[config.mk]
export PLATFORM = sky130hd
export DESIGN_NAME = muldiv_sequencer
export DESIGN_NICKNAME = d
export VERILOG_FILES = /design/src/rtl/muldiv_pkg.sv /design/src/rtl/muldiv_step.sv /design/src/rtl/muldiv_sequencer.sv
export SDC_FILE = /design/constraint.sdc
export NUM_CORES = 1
export LEC_CHECK = 0
export BUFFER_PORTS_ARGS = -buffer_cell sky130_fd_sc_hd__buf_2
export CORE_MARGIN = 8
export CORE_UTILIZATION = 45
export CTS_CLUSTER_SIZE = 12
export DETAILED_ROUTE_END_ITERATION = 8
export PLACE_DENSITY = 0.71
export SLEW_MARGIN = 15
export SYNTH_ARGS = -nofsm -noshare
export SYNTH_HDL_FRONTEND = slang
export SYNTH_SLANG_ARGS = --single-unit
export TNS_END_PERCENT = 30
[constraint.sdc]
create_clock -name clk -period 8.6 [get_ports clk]
set_input_delay 0.43 -clock clk [delete_from_list [all_inputs] [get_ports clk]]
set_output_delay 0.43 -clock clk [all_outputs]
set_load 0.005 [all_outputs]
[src/rtl/muldiv_pkg.sv]
// Shared types and small decode helpers for the iterative multiply/divide unit.
package muldiv_pkg;

    typedef enum logic [1:0] {
        MULT  = 2'd0,
        MULTU = 2'd1,
        DIV   = 2'd2,
        DIVU  = 2'd3
    } mdop_t;

    typedef enum logic [1:0] {
        IDLE = 2'd0,
        RUN  = 2'd1,
        FIX  = 2'd2
    } mdstate_t;

    function automatic logic op_is_signed(input mdop_t op);
        return (op == MULT) || (op == DIV);
    endfunction

    function automatic logic op_is_div(input mdop_t op);
        return (op == DIV) || (op == DIVU);
    endfunction

    // D-stage decode helper: mfhi/mthi/mflo/mtlo/mult/multu/div/divu live in funct 0x10-0x1B.
    function automatic logic is_hilo_funct(input logic [5:0] funct);
        return (funct >= 6'h10) && (funct <= 6'h1B);
    endfunction

endpackage

[src/rtl/muldiv_step.sv]
// One combinational iteration: shift-add multiply or restoring subtract-shift divide
// on the {acc, q} pair against operand b.
module muldiv_step
    import muldiv_pkg::*;
#(
    parameter int WIDTH = 32
) (
    input  logic             is_div_i,
    input  logic [WIDTH:0]   acc_i,
    input  logic [WIDTH-1:0] q_i,
    input  logic [WIDTH-1:0] b_i,
    output logic [WIDTH:0]   acc_o,
    output logic [WIDTH-1:0] q_o
);

    logic [WIDTH:0]   sum;
    logic [WIDTH+1:0] diff;

    // The extra acc bit holds the add carry before it is shifted back down into range.
    assign sum  = acc_i + (q_i[0] ? {1'b0, b_i} : '0);
    assign diff = {1'b0, acc_i[WIDTH-1:0], q_i[WIDTH-1]} - {2'b00, b_i};

    always_comb begin
        if (is_div_i) begin
            if (diff[WIDTH+1]) begin
                acc_o = {acc_i[WIDTH-1:0], q_i[WIDTH-1]};
                q_o   = {q_i[WIDTH-2:0], 1'b0};
            end else begin
                acc_o = diff[WIDTH:0];
                q_o   = {q_i[WIDTH-2:0], 1'b1};
            end
        end else begin
            acc_o = {1'b0, sum[WIDTH:1]};
            q_o   = {sum[0], q_i[WIDTH-1:1]};
        end
    end

endmodule

[src/rtl/muldiv_sequencer.sv]
// Iterative MIPS mult/multu/div/divu unit with HI/LO registers, sequencing FSM
// and the decode-stage stall for later HI/LO users.
module muldiv_sequencer
    import muldiv_pkg::*;
#(
    parameter int WIDTH = 32
) (
    input  logic             clk,
    input  logic             reset,
    input  logic             startE,
    input  logic             flushE,
    input  mdop_t            opE,
    input  logic [WIDTH-1:0] srcaE,
    input  logic [WIDTH-1:0] srcbE,
    input  logic             hiloD,
    input  logic             wehiW,
    input  logic             weloW,
    input  logic [WIDTH-1:0] wdW,
    output logic [WIDTH-1:0] hi,
    output logic [WIDTH-1:0] lo,
    output logic             busy,
    output logic             stallmdD,
    output logic             doneM
);

    localparam int CW = $clog2(WIDTH);

    mdstate_t         state_q, state_d;
    logic [CW-1:0]    count_q, count_d;
    mdop_t            op_q, op_d;
    logic             sign_a_q, sign_a_d, sign_b_q, sign_b_d;
    logic [WIDTH:0]   acc_q, acc_d;
    logic [WIDTH-1:0] q_q, q_d, b_q, b_d;
    logic [WIDTH-1:0] hi_q, hi_d, lo_q, lo_d;

    logic [WIDTH:0]     step_acc;
    logic [WIDTH-1:0]   step_q;
    logic [2*WIDTH-1:0] prod;
    logic [WIDTH-1:0]   quo, rem, res_hi, res_lo;
    logic               start_sign_a, start_sign_b;

    muldiv_step #(.WIDTH(WIDTH)) u_step (
        .is_div_i (op_is_div(op_q)),
        .acc_i    (acc_q),
        .q_i      (q_q),
        .b_i      (b_q),
        .acc_o    (step_acc),
        .q_o      (step_q)
    );

    assign start_sign_a = op_is_signed(opE) & srcaE[WIDTH-1];
    assign start_sign_b = op_is_signed(opE) & srcbE[WIDTH-1];

    // Sign fix-up: the core only ever works on magnitudes.
    always_comb begin
        prod = {acc_q[WIDTH-1:0], q_q};
        quo  = q_q;
        rem  = acc_q[WIDTH-1:0];
        if (op_q == MULT && (sign_a_q ^ sign_b_q)) prod = -prod;
        if (op_q == DIV && (sign_a_q ^ sign_b_q))  quo  = -quo;
        if (op_q == DIV && sign_a_q)               rem  = -rem;
        if (op_is_div(op_q)) begin
            res_hi = rem;
            res_lo = quo;
        end else begin
            res_hi = prod[2*WIDTH-1:WIDTH];
            res_lo = prod[WIDTH-1:0];
        end
    end

    // NOTE: every always_comb output gets a default first so no path can infer a latch.
    always_comb begin
        state_d  = state_q;
        count_d  = count_q;
        op_d     = op_q;
        sign_a_d = sign_a_q;
        sign_b_d = sign_b_q;
        acc_d    = acc_q;
        q_d      = q_q;
        b_d      = b_q;
        hi_d     = hi_q;
        lo_d     = lo_q;
        unique case (state_q)
            IDLE: begin
                if (wehiW) hi_d = wdW;
                if (weloW) lo_d = wdW;
                if (startE && !flushE) begin
                    op_d     = opE;
                    sign_a_d = start_sign_a;
                    sign_b_d = start_sign_b;
                    q_d      = start_sign_a ? -srcaE : srcaE;
                    b_d      = start_sign_b ? -srcbE : srcbE;
                    acc_d    = '0;
                    count_d  = '0;
                    state_d  = RUN;
                end
            end
            RUN: begin
                acc_d = step_acc;
                q_d   = step_q;
                if (count_q == CW'(WIDTH - 1)) begin
                    state_d = FIX;
                end else begin
                    count_d = count_q + CW'(1);
                end
            end
            FIX: begin
                // A same-cycle mthi/mtlo overrides the finishing result for that half.
                hi_d    = wehiW ? wdW : res_hi;
                lo_d    = weloW ? wdW : res_lo;
                state_d = IDLE;
            end
            default: state_d = IDLE;
        endcase
    end

    // NOTE: sequential state uses non-blocking assignments so all flops update together.
    always_ff @(posedge clk or negedge reset) begin
        if (!reset) begin
            state_q  <= IDLE;
            count_q  <= '0;
            op_q     <= MULT;
            sign_a_q <= 1'b0;
            sign_b_q <= 1'b0;
            acc_q    <= '0;
            q_q      <= '0;
            b_q      <= '0;
            hi_q     <= '0;
            lo_q     <= '0;
        end else begin
            state_q  <= state_d;
            count_q  <= count_d;
            op_q     <= op_d;
            sign_a_q <= sign_a_d;
            sign_b_q <= sign_b_d;
            acc_q    <= acc_d;
            q_q      <= q_d;
            b_q      <= b_d;
            hi_q     <= hi_d;
            lo_q     <= lo_d;
        end
    end

    assign hi       = hi_q;
    assign lo       = lo_q;
    assign busy     = (state_q != IDLE);
    assign stallmdD = busy & hiloD;
    assign doneM    = (state_q == FIX);

    a_no_start_while_busy : assert property (
        @(posedge clk) disable iff (!reset) !(startE && !flushE && busy));

    a_no_mt_at_finish : assert property (
        @(posedge clk) disable iff (!reset) !((state_q == FIX) && (wehiW || weloW)));

endmodule

Word-level counts from Yosys, hierarchy flattened:

Index checks and enable logic that the tools add are counted.

* flip-flop bits (word level): 172
* input bits: 105
* output and inout bits: 67

* add/subtract/negate cells: 8
* eq/ne operators: 11
* mux-type cells: 28
* bitwise logic cells: 4
* reductions and logical operators: 19

Operators by type and width (count)
* $mux W32: 13
* $pmux W32 S2: 3
* $neg A32 Y32: 4
* $mux W33: 3
* $pmux W33 S2: 1
* $mux W64: 1
* $neg A64 Y64: 1
* $sub A33 B32 Y34: 1
* $add A33 B33 Y33: 1
* $mux W5: 2
* $ne A2 B2 Y1 const B: 5
* $pmux W5 S2: 1
* $reduce_and A2 Y1: 5
* $eq A2 B2 Y1 const B: 4
* $logic_not A2 Y1: 3
* $reduce_bool A2 Y1: 3
* $add A5 B1 Y5 const B: 1
* $eq A5 B5 Y1 const B: 1
* $logic_and A1 B1 Y1: 4
* $mux W2: 2
* $pmux W2 S2: 1
* $and A1 B1 Y1: 3
* $reduce_and A3 Y1: 1
* $eq A2 B1 Y1 const B: 1
* other kinds (4): 5

Logic depth before layout (Yosys ltp):

Gate-level depths: netlist of run 1.

* word-level depth: 6
* mapped depth: 14
* mapped depth without buffers: 13

Modules after synthesis:

From an unflattened synthesis of run 1, not the netlist that was laid out.

* cells, all modules: 1840
* area total of the unflattened synthesis: 14681.6 µm²

Modules (own cells, without submodules)
* muldiv_sequencer: times used 1, cells an instance 1206, area an instance 10219.8 µm², seq. area each 4304.1 µm²
* muldiv_step: times used 1, cells an instance 634, area an instance 4461.8 µm², seq. area each 0.0 µm²

Worst setup path before layout of run 1:

Ideal clock, no wire load.

* kind: register -> register
* start: register q_q[31]
* end: register acc_q[26]
* setup time: 124 ps
* arrival time: 3136 ps
* setup slack: 5340 ps
* stages on the path, launching flop included: 14
* path buffers: 0
* cell sequence: dfrtp_1 -> inv_1 -> ha_1 -> inv_1 -> fa_1 -> a21o_1 -> a221o_1 -> a221o_1 -> a31oi_1 -> o31a_1 -> o21ai_0 -> xor2_1 -> and3_1 -> a211o_1

* longest elaborated chain between the ends: 4

Ends and longest elaborated chain
* start: declaration: line muldiv_sequencer.sv:33 `logic [WIDTH-1:0] q_q, q_d, b_q, b_d;`
* start signal: assignment: line muldiv_sequencer.sv:137 `q_q <= q_d;`
* $sub A33 B32 Y34: line muldiv_step.sv:21 `assign diff = {1'b0, acc_i[WIDTH-1:0], q_i[WIDTH-1]} - {2'b00, b_i};`
* $mux W33: line muldiv_step.sv:25 `if (diff[WIDTH+1]) begin`
* $mux W33: line muldiv_step.sv:24 `if (is_div_i) begin`
* $pmux W33 S2: line muldiv_sequencer.sv:83 `unique case (state_q)`
* end signal: assignment: line muldiv_sequencer.sv:125 `acc_q <= '0;`
* end signal: assignment: line muldiv_sequencer.sv:136 `acc_q <= acc_d;`
* end: declaration: line muldiv_sequencer.sv:32 `logic [WIDTH:0] acc_q, acc_d;`

Every way passes these cells.
A chain may end at the register's enable or synchronous reset.

Worst setup path in the final report of run 1:

* start: register acc_q[6]
* end: register acc_q[11]

* longest elaborated chain between the ends: 4

Ends and longest elaborated chain (line)
* $sub A33 B32 Y34: muldiv_step.sv:21
* $mux W33: muldiv_step.sv:25
* $mux W33 *: muldiv_step.sv:24
* $pmux W33 S2 *: muldiv_sequencer.sv:83

Mark *: on every way between the ends. The rest lies on a longest branch, timed or not.

==> out/results.txt, run 1 <==
Status: finished clean
Endpoint type of the worst setup path: register
FP Rows: 66
EDFF count, synth: 0
Post-DR vias/cell: 6.13
CTS buffer count: 17
Overall power: 7.41 mW
# IOs: 172
Endpoints failing hold: 0
Unique masters post-synth: 82
Pre-antenna DRT Iters: 6
Count of state elements after synthesis: 172
FF-to-FF Start: acc_q[6]
Top cell type's share of synthesized area: 29.5%
DR vias: 14344
Setup bufs post-CTS: 0
RSZ-0062 raised after global routing: no
Die extent in x: 196 um
Lkg Pwr: 7.01 nW
Root Buffer Master: clkbuf_16
I/O Buffers: 171
Max Root-Sink Buffers: 2
PD cells: 454 nW/um^2
Crit path required time: 8910 ps
Core region area: 32200 um^2
GP Congestion: 0.956
Ant. Diodes: 0
DIE AREA: 38400 um^2
Largest cells by area after synthesis: dfrtp_1 29%, ha_1 6.0%, xnor2_1 5.4%
P&R area growth vs syn: 11.8%
Gr usage total: 25.3%
GRT overflow: 0
Initial antenna violation count: 0
Clock Pin Slew Worst Setup and Hold Paths: 80 ps
Largest net degree at the start of global routing: 101
Final Skew: 15.7 ps
Least-Margin Pin Slew: 989 ps
FF-to-FF path depth: 11
Vias in the first global route: 13874
WP data arrival: 4260 ps
Mapped Cells: 1823
CTS tree: built
HP Class: primary input to async pin
DRC Markers: 0
Cell area after synthesis: 14600 um^2
Antenna viol nets, final: 0
Fin crit share: 45.9%
Post-synthesis sequential area ratio: 29.5%
Clock insertion delay at the later pin of the skew report: 460 ps
Critical path class: register to register
Synth Flop Type: dfrtp_1
CTS Sinks: 172
Setup TNS: 0 ps
Max-cap violations: 0
Nets: 2096
FF-to-FF End: acc_q[11]
Fillers: 3198
Wire length per cell: 21.1 um
Ys Warns: 0
Final Slew Violations: 0
Proportion of layout cells with a drive suffix above 1: 13.1%
Syn avg cell area: 8.01 um^2
HPWL Detailed: 38000 um
Most frequent cells in the layout: 170 x dfrtp_1, 170 x buf_2, 162 x nand2_1, 152 x a21oi_1, 144 x nor2_1
Total wire length: 49300 um
Synth area leader: dfrtp_1
Max IR drop VDD: 219 uV
Final worst path period need: 3950 ps
Drt initial violations: 1565
Highest Clock Rate: 0.253 GHz
Ys async rst share: 100%
Crit Path Max Fanout: 32
Hold-fix buffers at CTS: 0
Die height: 196 um
First-pass GRT wire length: 78300 um
Post-synth net total: 2000
CP Launch Type: register
H-tree levels: 4
Worst reg2reg setup slack: 4650 ps
Post_cts resized: 0
Initial Util: 45.3%
Headroom to the max-slew limit: 33.5%
Final setup vio count: 0
[Yosys cell counts (4+ instances only)]
library cell    n
o211ai_1       43
a22o_1          7
a311oi_1        4
o22a_1         31
a211oi_1       13
a21oi_1       152
nor4_1         14
xnor2_1        90
buf_1           8
and2_1         11
nand2_1       162
a21o_1         35
nor2_1        147
ha_1           70
o31ai_1        22
or3_1          33
clkbuf_1       98
o21ai_1        17
xor2_1         77
or4_4           4
nor2b_1        41
nand2b_1       18
a31oi_1        13
dfrtp_1       172
inv_1          72
a32oi_1         5
a22oi_1        35
o22ai_1        11
o41ai_1         4
o21a_1          6
o21ai_0       143
o21bai_1        7
mux2i_1        55
a221o_1         7
nand4_1        11
nand3_1        44
a211o_1         4
and3_1         14
or2_2           6
o221ai_1        8
or4_1           9
nor3_1         37
[flip-flops by register name (all words and copies together), names as in the netlist]
| name | flops |
|---|---|
| acc_q | 33 |
| b_q | 32 |
| count_q | 5 |
| hi | 32 |
| lo | 32 |
| op_q | 2 |
| q_q | 32 |
| sign_a_q | 1 |
| sign_b_q | 1 |
| state_q | 2 |
[critical path, stage by stage (launching register included)]
cell and delay (ps):
dfrtp_1 490, ha_1 450, nand4_1 140, or2_1 240, a211o_1 330, a311oi_1 420, o211ai_1 220, a31oi_4 370
buf_4 470, mux2_2 390, a22oi_1 150, o21ai_0 100
[logic make-up (layout without fill, tap and decap cells)]
family                     after synthesis  in the layout  synth area share [%]
and+or+nand+nor                        570            570                  19.0
AOI/OAI and AO/OA                      598            598                  26.3
xor gates and xnor gates               167            167                  10.0
DFF                                    172            172                  29.5
adders and majority gates               72             72                  6.28
buffers and inverters                  186            295                  4.90
muxes                                   58             58                  4.00
[per-stage QoR]
stage | worst slack [ps] | area, um^2 | hold slack [ps] | std cells | utilization [%]
after global routing | 4460 | 16300 | 164 | 2340 | 50.7
after CTS | 4680 | 16300 | 149 | 2339 | 50.6
after global placement | 4690 | 15700 | 463 | 2307 | 48.7
final | 4650 | 16300 | 108 | 2340 | 50.7
after floorplan | 5340 | 14600 | 134 | 1823 | -
after detailed placement | 4700 | 15700 | 471 | 2307 | 48.7
[metal layers]
| metal | GRT usage [%] | wire length [um] | up-vias |
|---|---|---|---|
| li1 | - | - | 6815 |
| met1 | 35.0 | 22500 | 6827 |
| met2 | 40.1 | 22100 | 631 |
| met3 | 4.40 | 3640 | 71 |
| met4 | 6.82 | 1040 | 0 |
| met5 | 0 | 0 | - |
[layout make-up]
| type | instances | area (um^2) | area share [%] |
|---|---|---|---|
| clock inverter | 15 | 176 | 1.08 |
| multi-input combinational | 1465 | 9620 | 58.9 |
| timing repair buffer | 189 | 1000 | 6.14 |
| inverter | 74 | 278 | 1.70 |
| tap | 408 | 510 | 3.13 |
| sequential | 172 | 4310 | 26.4 |
| clock buffer | 17 | 425 | 2.61 |
[how the worst max path moves through the flow]
stage             start         to  slack, ps  cells past startpoint
6_report       acc_q[6]  acc_q[11]       4650                     11
5_1_grt          q_q[0]  acc_q[31]       4460                     13
4_1_cts        acc_q[6]  acc_q[11]       4680                     11
3_5_place_dp   acc_q[6]  acc_q[11]       4700                     11
3_3_place_gp   acc_q[6]  acc_q[11]       4690                     11
2_1_floorplan   q_q[31]  acc_q[26]       5340                     13
[where the power goes]
part,total [mW],internal [mW],switching (mW)
Clock,0.813,0.416,0.397
Sequential,1.74,1.20,0.545
Combinational,4.86,1.95,2.90
Power figures use the tool's default switching activity.
==> run 2: changes to the inputs <==
clock period = 4 ns   (was 8.6 ns; I/O delays follow)
==> out/results.txt, run 2 (synthesis gave the netlist of run 1 again) <==
Proportion of layout cells with a drive suffix above 1: 14.0% (+0.87 points)
Total wire length: 48300 um (-2.0%)
Cell Chain, Critical Path: inv_1 > ha_1 > inv_1 > fa_1 > a21o_1 > a221o_1 > a221o_1 > a31oi_1 > o31a_1 > o211ai_1 > mux2_2 > o22ai_1 > a211o_1
Clock Pin Slew Worst Setup and Hold Paths: 80 ps (about the same)
Core region area: 32200 um^2 (unchanged)
CP peak stage delay: 450 ps (-40 ps)
HP Class: primary input to register
Met2 GRT Util: 39.9% (-0.28 points)
GRT overflow: 0 (unchanged)
PD cells: 972 nW/um^2 (+110%)
I/O Buffers: 171 (unchanged)
Fillers: 3135 (-2.0%)
DRC Markers: 0 (unchanged)
Final Skew: 16.2 ps (+0.522 ps)
H-tree levels: 4 (unchanged)
CTS Sinks: 172 (unchanged)
Pre-antenna DRT Iters: 6 (unchanged)
HPWL Detailed: 37600 um (-1.1%)
Nets: 2119 (+1.1%)
Max FFs per register: 33 (unchanged)
Clock insertion delay at the later pin of the skew report: 450 ps (about the same)
Max Root-Sink Buffers: 2 (unchanged)
Most frequent cells in the layout: 170 x dfrtp_1, 170 x buf_2, 162 x nand2_1, 152 x a21oi_1, 144 x nor2_1
Gr usage total: 24.8% (-0.49 points)
FP Rows: 66 (unchanged)
Crit Path Max Fanout: 6 (-81%)
Fin crit share: 92.5% (+47 points)
Crit path required time: 4340 ps (-4570 ps)
Die extent in x: 196 um (unchanged)
Status: finished clean
Root Buffer Master: clkbuf_16
Busiest layer in global routing: met2
Hold-fix buffers at CTS: 2 (+2)
Endpoints failing hold: 0 (unchanged)
RSZ-0062 raised after global routing: no
Setup bufs post-CTS: 0 (unchanged)
Largest Register: acc_q
First-pass GRT wire length: 77200 um (-1.4%)
Die height: 196 um (unchanged)
Max-cap violations: 0 (unchanged)
Wire length per cell: 20.5 um (-3.0%)
Largest net degree at the start of global routing: 90 (-11%)
Vias in the first global route: 13953 (+0.57%)
Ant. Diodes: 0 (unchanged)
Post_cts resized: 0 (unchanged)
Routing usage on met3: 4.13% (-0.27 points)
Initial Util: 45.3% (unchanged)
GP Congestion: 0.968 (+1.3%)
Final setup vio count: 0 (unchanged)
Endpoint type of the worst setup path: register
Initial antenna violation count: 0 (unchanged)
Post-DR vias/cell: 6.13 (about the same)
Setup TNS: 0 ps (unchanged)
Critical path class: register to register
Drt initial violations: 1667 (+6.5%)
CTS buffer count: 17 (unchanged)
M1 GR Usage: 33.9% (-1.1 points)
Final Slew Violations: 0 (unchanged)
WP data arrival: 4040 ps (-220 ps)
Max IR drop VDD: 458 uV (+110%)
Hold slack: 28.8 ps (-79.0 ps)
Least-Margin Pin Slew: 1010 ps (+25.7 ps)
DR vias: 14476 (+0.92%)
Final worst path period need: 3700 ps (-250 ps)
CP Launch Type: register
# IOs: 172 (unchanged)
Lkg Pwr: 7.13 nW (+1.7%)
CTS tree: built
P&R area growth vs syn: 13.1%
Highest Clock Rate: 0.270 GHz (+6.8%)
CP max stage cell: dfrtp_1
Area of the multi-input gates: 9610 um^2 (-0.10%)
Reg area: 4310 um^2 (unchanged)
DIE AREA: 38400 um^2 (unchanged)
Headroom to the max-slew limit: 32.2% (-1.3 points)
Antenna viol nets, final: 0 (unchanged)
==> run 2: changes by cell type in the layout (fill, tap and decap cells not counted), moves of 2 or more <==
cell | before | now
buf_4 | 17 | 37
clkinv_4 | 0 | 3
inv_8 | 3 | 5
buf_12 | 0 | 2
inv_6 | 5 | 0
dlygate4sd3_1 | 0 | 2
==> run 2: final timing paths <==
| path | start | end | slack [ps] | cells after the start |
|---|---|---|---|---|
| worst min-delay path | wdW[16] | hi[16] | 30 | 3 |
| worst min register to register | b_q[9] | b_q[9] | 480 | 2 |
| worst max register to register | q_q[31] | acc_q[30] | 300 | 13 |
| min in group asynchronous | reset | b_q[3] | 390 | 2 |
| max in group asynchronous | reset | hi[5] | 2600 | 3 |
| worst max-delay path | q_q[31] | acc_q[30] | 300 | 13 |
==> run 2: where the power goes <==
part           leakage [nW]  internal, mW  switching, mW  total, mW
Sequential             2.02          2.58           1.09       3.66
Clock                 0.288         0.898          0.840       1.74
Combinational          4.82          4.32           6.33       10.6
==> run 2: metrics by stage <==
stage          utilization [%]  instances  setup WS (ps)  power [mW]  area, um^2
6_report                  51.3       2363            299        16.0       16500
5_1_grt                   51.3       2363           79.9        17.2       16500
4_1_cts                   51.3       2363            303        15.8       16500
3_5_place_dp              49.3       2329            325        14.0       15900
3_3_place_gp              49.3       2329            347        13.9       15900
2_1_floorplan                -       1823            740        10.8       14600
==> run 2: cell type report <==
class                           count  share of cell area [%]
Inverter                           74                    1.68
Tap cell                          408                    3.09
Timing Repair Buffer              212                    7.27
Sequential cell                   172                    26.1
Clock buffer                       18                    2.60
Multi-Input combinational cell   1465                    58.2
Clock inverter                     14                    1.07
==> run 2: routing by layer <==
layer	part of all wire, %	up-vias
met3	7.5	63
met5	0	-
met4	2.2	0
li1	-	6853
met2	46	617
met1	45	6943
==> run 2: critical path: cells and delay by family, from the launching register on <==
family | cells | cell delay [ps]
adders and majority gates | 2 | 600
AOI/OAI and AO/OA | 8 | 2150
muxes | 1 | 240
buffers and inverters | 2 | 170
DFF | 1 | 450
